## config.mk

```make
export PLATFORM = sky130hd
export DESIGN_NAME = pmp_addr_readback_flat
export DESIGN_NICKNAME = d
export VERILOG_FILES = /design/src/rtl/pmp_addr_readback_if.sv /design/src/rtl/pmp_addr_readback.sv /design/src/flat_wrapper.sv
export SDC_FILE = /design/constraint.sdc
export NUM_CORES = 1
export LEC_CHECK = 0
export ABC_AREA = 1
export CORE_UTILIZATION = 41
export DETAILED_ROUTE_END_ITERATION = 10
export GPL_TIMING_DRIVEN = 0
export PLACE_DENSITY = 0.73
export SLEW_MARGIN = 5
export SYNTH_ARGS = -nofsm -noshare
export SYNTH_HDL_FRONTEND = slang
export SYNTH_SLANG_ARGS = --single-unit
```

## constraint.sdc

```tcl
create_clock -name clk_i -period 4.5 [get_ports clk_i]
set_clock_uncertainty 0.2 [all_clocks]
set_input_delay 0.675 -clock clk_i [delete_from_list [all_inputs] [get_ports clk_i]]
set_output_delay 0.675 -clock clk_i [all_outputs]
set_load 0.05 [all_outputs]
```

## src/rtl/pmp_addr_readback_if.sv

```systemverilog
// Streaming readback port for PMP address entries.
// The master presents an entry with its index and a last marker; the slave accepts it with ready.
interface pmp_addr_readback_if #(
   parameter int AddrWidth = 34,
   parameter int IdxW      = 2
);
   logic                 out_valid_o;
   logic                 out_ready_i;
   logic [AddrWidth-1:0] out_addr_o;
   logic [IdxW-1:0]      out_idx_o;
   logic                 out_last_o;

   modport master (
      output out_valid_o,
      output out_addr_o,
      output out_idx_o,
      output out_last_o,
      input  out_ready_i
   );

   modport slave (
      input  out_valid_o,
      input  out_addr_o,
      input  out_idx_o,
      input  out_last_o,
      output out_ready_i
   );
endinterface

```

## src/rtl/pmp_addr_readback.sv

```systemverilog
// Snapshots the PMP address CSR array on start and streams each enabled entry,
// in ascending index order, one entry per valid/ready handshake.
module pmp_addr_readback #(
   parameter  int PMPNumRegions = 4,
   parameter  int AddrWidth     = 34,
   localparam int IdxW          = (PMPNumRegions > 1) ? $clog2(PMPNumRegions) : 1,
   localparam int CntW          = $clog2(PMPNumRegions + 1)
) (
   input  logic                     clk_i,
   input  logic                     rst_i,
   input  logic                     start_i,
   input  logic [PMPNumRegions-1:0] region_en_i,
   input  logic [AddrWidth-1:0]     csr_pmp_addr_i [PMPNumRegions],
   output logic                     busy_o,
   output logic                     done_o,
   output logic [CntW-1:0]          count_o,
   pmp_addr_readback_if.master      out_if
);

   typedef enum logic [1:0] {
      IDLE   = 2'd0,
      STREAM = 2'd1,
      DONE   = 2'd2
   } state_t;

   state_t                   r_state;
   state_t                   w_next;
   logic [AddrWidth-1:0]     r_snap [PMPNumRegions];
   logic [PMPNumRegions-1:0] r_remaining;
   logic [CntW-1:0]          r_count;

   logic                     w_start_acc;
   logic                     w_valid;
   logic                     w_last;
   logic                     w_hs;
   logic                     w_busy;
   logic                     w_done;
   logic [IdxW-1:0]          w_idx;
   logic [PMPNumRegions-1:0] w_rem_minus1;

   // Lowest enabled entry wins, giving ascending emission order.
   function automatic logic [IdxW-1:0] f_lowest_set(input logic [PMPNumRegions-1:0] m);
      f_lowest_set = '0;
      for (int i = PMPNumRegions - 1; i >= 0; i--) begin
         if (m[i]) f_lowest_set = IdxW'(i);
      end
   endfunction

   assign w_idx        = f_lowest_set(r_remaining);
   assign w_rem_minus1 = r_remaining - PMPNumRegions'(1);
   assign w_start_acc  = (r_state == IDLE) && start_i;
   assign w_hs         = w_valid && out_if.out_ready_i;

   always_ff @(posedge clk_i) begin
      if (rst_i) r_state <= IDLE;
      else       r_state <= w_next;
   end

   always_comb begin
      w_next  = r_state;
      w_valid = 1'b0;
      w_last  = 1'b0;
      w_busy  = 1'b0;
      w_done  = 1'b0;
      case (r_state)
         IDLE: begin
            if (start_i) w_next = (|region_en_i) ? STREAM : DONE;
         end
         STREAM: begin
            w_busy  = 1'b1;
            w_valid = |r_remaining;
            w_last  = w_valid && ((r_remaining & w_rem_minus1) == '0);
            if (w_hs && w_last) w_next = DONE;
         end
         DONE: begin
            w_busy = 1'b1;
            w_done = 1'b1;
            w_next = IDLE;
         end
         default: w_next = IDLE;
      endcase
   end

   // Snapshot decouples the stream from later CSR writes.
   always_ff @(posedge clk_i) begin
      if (rst_i) begin
         for (int i = 0; i < PMPNumRegions; i++) r_snap[i] <= '0;
         r_remaining <= '0;
         r_count     <= '0;
      end else if (w_start_acc) begin
         for (int i = 0; i < PMPNumRegions; i++) r_snap[i] <= csr_pmp_addr_i[i];
         r_remaining <= region_en_i;
         r_count     <= '0;
      end else if (w_hs) begin
         r_remaining <= r_remaining & ~(PMPNumRegions'(1) << w_idx);
         r_count     <= r_count + CntW'(1);
      end
   end

   assign out_if.out_valid_o = w_valid;
   assign out_if.out_last_o  = w_last;
   assign out_if.out_idx_o   = w_valid ? w_idx : '0;
   assign out_if.out_addr_o  = w_valid ? r_snap[w_idx] : '0;
   assign busy_o             = w_busy;
   assign done_o             = w_done;
   assign count_o            = r_count;

endmodule
```

## src/flat_wrapper.sv

```systemverilog
// flat-port wrapper written by rule: the top's interface ports become plain ports
module pmp_addr_readback_flat 
#(
   parameter  int PMPNumRegions = 4,
   parameter  int AddrWidth     = 34,
   localparam int IdxW          = (PMPNumRegions > 1) ? $clog2(PMPNumRegions) : 1,
   localparam int CntW          = $clog2(PMPNumRegions + 1)
)
  (clk_i, rst_i, start_i, region_en_i, csr_pmp_addr_i, busy_o, done_o, count_o, out_if_out_valid_o, out_if_out_addr_o, out_if_out_idx_o, out_if_out_last_o, out_if_out_ready_i);
  pmp_addr_readback_if #(.AddrWidth(AddrWidth)) out_if_i ();
  input  logic clk_i;
  input  logic rst_i;
  input  logic start_i;
  input  logic [PMPNumRegions-1:0] region_en_i;
  input  logic [AddrWidth-1:0] csr_pmp_addr_i[PMPNumRegions];
  output logic busy_o;
  output logic done_o;
  output logic [CntW-1:0] count_o;
  output wire logic [$bits(out_if_i.out_valid_o)-1:0] out_if_out_valid_o;
  output wire logic [$bits(out_if_i.out_addr_o)-1:0] out_if_out_addr_o;
  output wire logic [$bits(out_if_i.out_idx_o)-1:0] out_if_out_idx_o;
  output wire logic [$bits(out_if_i.out_last_o)-1:0] out_if_out_last_o;
  input wire logic [$bits(out_if_i.out_ready_i)-1:0] out_if_out_ready_i;
  assign out_if_out_valid_o = out_if_i.out_valid_o;
  assign out_if_out_addr_o = out_if_i.out_addr_o;
  assign out_if_out_idx_o = out_if_i.out_idx_o;
  assign out_if_out_last_o = out_if_i.out_last_o;
  assign out_if_i.out_ready_i = out_if_out_ready_i;
  pmp_addr_readback #(.PMPNumRegions(PMPNumRegions), .AddrWidth(AddrWidth)) u_core (.clk_i(clk_i), .rst_i(rst_i), .start_i(start_i), .region_en_i(region_en_i), .csr_pmp_addr_i(csr_pmp_addr_i), .busy_o(busy_o), .done_o(done_o), .count_o(count_o), .out_if(out_if_i));
endmodule
```

==> results.tsv <==
metric	value	unit
status	complete, no violations	
crit_chain	nor2_2 > inv_2 > nor2_4 > buf_2 > a22o_1 > inv_1 > a21oi_1 > clkdlybuf4s50_1	
hpwl	13200	µm
seq_area_frac_synth	0.622	
timing.max_cap.violations	0	
rsz0062_at_grt	false	
pwr-share-clk	0.373	
vdd_ir_drop_max	0.318	mV
postRouteAntennaNets	0	
synth_most_common_cell	nor2_1	
p_switching	1050	µW
area_delta_synth_final	40.6	%
path_class	register to output pin	
fmax	271	MHz
clock_sinks	145	
combPwrFrac	0.189	
vias	5345	
gp_congestion	0.814	
firstDrtPassIters	5	
p_leak	0.00417	µW
ys.flop_type	edfxtp_1	
cp-start-kind	register	
synth_top_area_share	0.596	
period_share	0.821	
drive_above_1_share	0.0704	
dieArea	0.0172	mm²
cp_slowest_cell	clkdlybuf4s50_1	
post_cts_resized	0	
fp.coreArea	0.0161	mm²
netSwitchingFraction	0.270	
crit_fanout	10	
fin_crit	3.69	ns
grt_pass1_vias	5227	
synth_fp_nets	881	
io_buffers	186	
synth.distinct_cells	24	
cts_buffers	17	
post_cts_buffers	0	
cp.arrival	2.82	ns
insertion_delay	0.41	ns
drt_drc_violations_left	0	
routedWlPerCell	15.4	µm
gr-total-overflow	0	
setup_slack	0.805	ns
nets	1087	
dp_slack	1.24	ns
grt_max_degree	95	
rows	46	
tightest_slew	0.588	ns
synth.top_cells.by_count	nor2_1, inv_1, edfxtp_1	
setup_violations	0	
relSlewSlack	0.607	
p_seq_frac	0.438	
cts_tree	yes	
power.density	404	mW/mm²
power.internal	2840	µW
whs	0.275	ns
finalMaxSlewViolations	0	
pin_count	187	
chipWidth	131	µm
drt-total-wl	18000	µm
grt_use_total	0.215	
hold_class	register to register	
end_kind	output pin	
avgViaCountPerCell	4.57	
ys_warn_count	0	
hold_buffers	0	
hold_viol	0	
htree_levels	4	
stdcell_count	1169	
worstPathRequired	3.62	ns
initial_core_util	0.425	
synth_edf_count	136	
antenna_found_initial	1	
async_reset_ff_frac	0	
ys_seq_elements	145	
yosys-top-cells-area	edfxtp_1, nor2_1, inv_1, a22o_1, a21oi_1	
root_buffer	clkbuf_16	
grt_first_pass_wirelength	28000	µm
place_inst	1136	
synthesis.area	0.00685	mm²
syn-mean-instance-area	9.35	µm²
clk_pin_slew	0.06	ns
final_util	0.598	
drtIter0Drc	523	
die_h	131	µm
slowest_delay	0.88	ns
yosysTopAreaCell	edfxtp_1	
cts_buffer_depth	2	
synthesis.instances	733	
-- kinds of logic (layout without fill, tap and decap cells) --
kind of cell               Yosys count  count (layout)  synth area share
buffers and inverters              221             440             0.128
AOI/OAI and AO/OA                  113             113            0.0975
and+or+nand+nor                    250             250             0.145
DFF                                145             145             0.622
adders and majority gates            4               4           0.00730
other                                0               1                 0
-- power groups by stage --
stage | Sequential [µW] | Clock (µW) | Combinational [µW]
6_report | 1710 | 1450 | 738
5_1_grt | 1720 | 1530 | 803
4_1_cts | 1710 | 1470 | 742
3_5_place_dp | 1730 | 0 | 738
3_3_place_gp | 1750 | 0 | 723
2_1_floorplan | 1730 | 0 | 418
-- through the flow --
step           total power (µW)  TNS, ns  area [µm²]
2_1_floorplan              2150        0        6850
3_3_place_gp               2470  -190.42        8980
3_5_place_dp               2470        0        9020
4_1_cts                    3920        0        9630
5_1_grt                    4050        0        9630
6_report                   3900        0        9630
-- per-layer routing --
metal / global-route usage / up-vias / part of all wire
met4: 0.0801 / 0 / 0.018
met3: 0.0382 / 21 / 0.048
met1: 0.286 / 2448 / 0.46
met2: 0.352 / 158 / 0.47
met5: 0 / - / 0
li1: - / 2718 / -
-- final cells by class --
| type | count | area (µm²) |
|---|---|---|
| diodes | 1 | 2.50 |
| plain buffers | 33 | 169 |
| clock buffers | 20 | 457 |
| clock inverters | 12 | 158 |
| fillers | 1388 | 6480 |
| inverters | 188 | 713 |
| multi-input cells | 367 | 1710 |
| flip-flops and latches | 145 | 4260 |
| well taps | 216 | 270 |
| repair buffers | 187 | 1890 |
-- state kept, by name (all words and copies together), names as in the netlist --
signal and cells:
u_core.r_state 2, u_core.count_o 3, u_core.r_snap 136, u_core.r_remaining 4
-- final timing paths --
path                              start                    end  slack, ns  depth (start not counted)
setup / recovery  u_core.r_remaining[0]  out_if_out_addr_o[17]       0.81                          8
hold / removal        u_core.count_o[2]      u_core.count_o[2]       0.28                          2
setup reg to reg      u_core.r_state[0]   u_core.r_snap[2][28]       1.94                          7
hold reg to reg       u_core.count_o[2]      u_core.count_o[2]       0.28                          2
-- worst max-delay path: cells and delay by family, from the launching register on --
kind	cells	cell delay, ns
AOI/OAI and AO/OA	2	0.37
buffers and inverters	4	1.34
DFF	1	0.35
and+or+nand+nor	2	0.34
-- layout by cell type (no fill, tap or decap), types with 6 or more instances in the layout --
master	netlist	final
nand3_1	7	7
nor2_1	189	189
o21ai_0	20	20
o21ai_1	20	20
buf_2	18	18
inv_1	183	182
clkdlybuf4s50_1	0	186
clkbuf_16	0	17
nand2_1	41	41
a31oi_1	11	11
clkbuf_1	12	13
a21oi_1	38	38
a22o_1	23	23
dfxtp_1	9	9
edfxtp_1	136	136
clkinvlp_4	0	6
(Power assumes the default switching activity.)
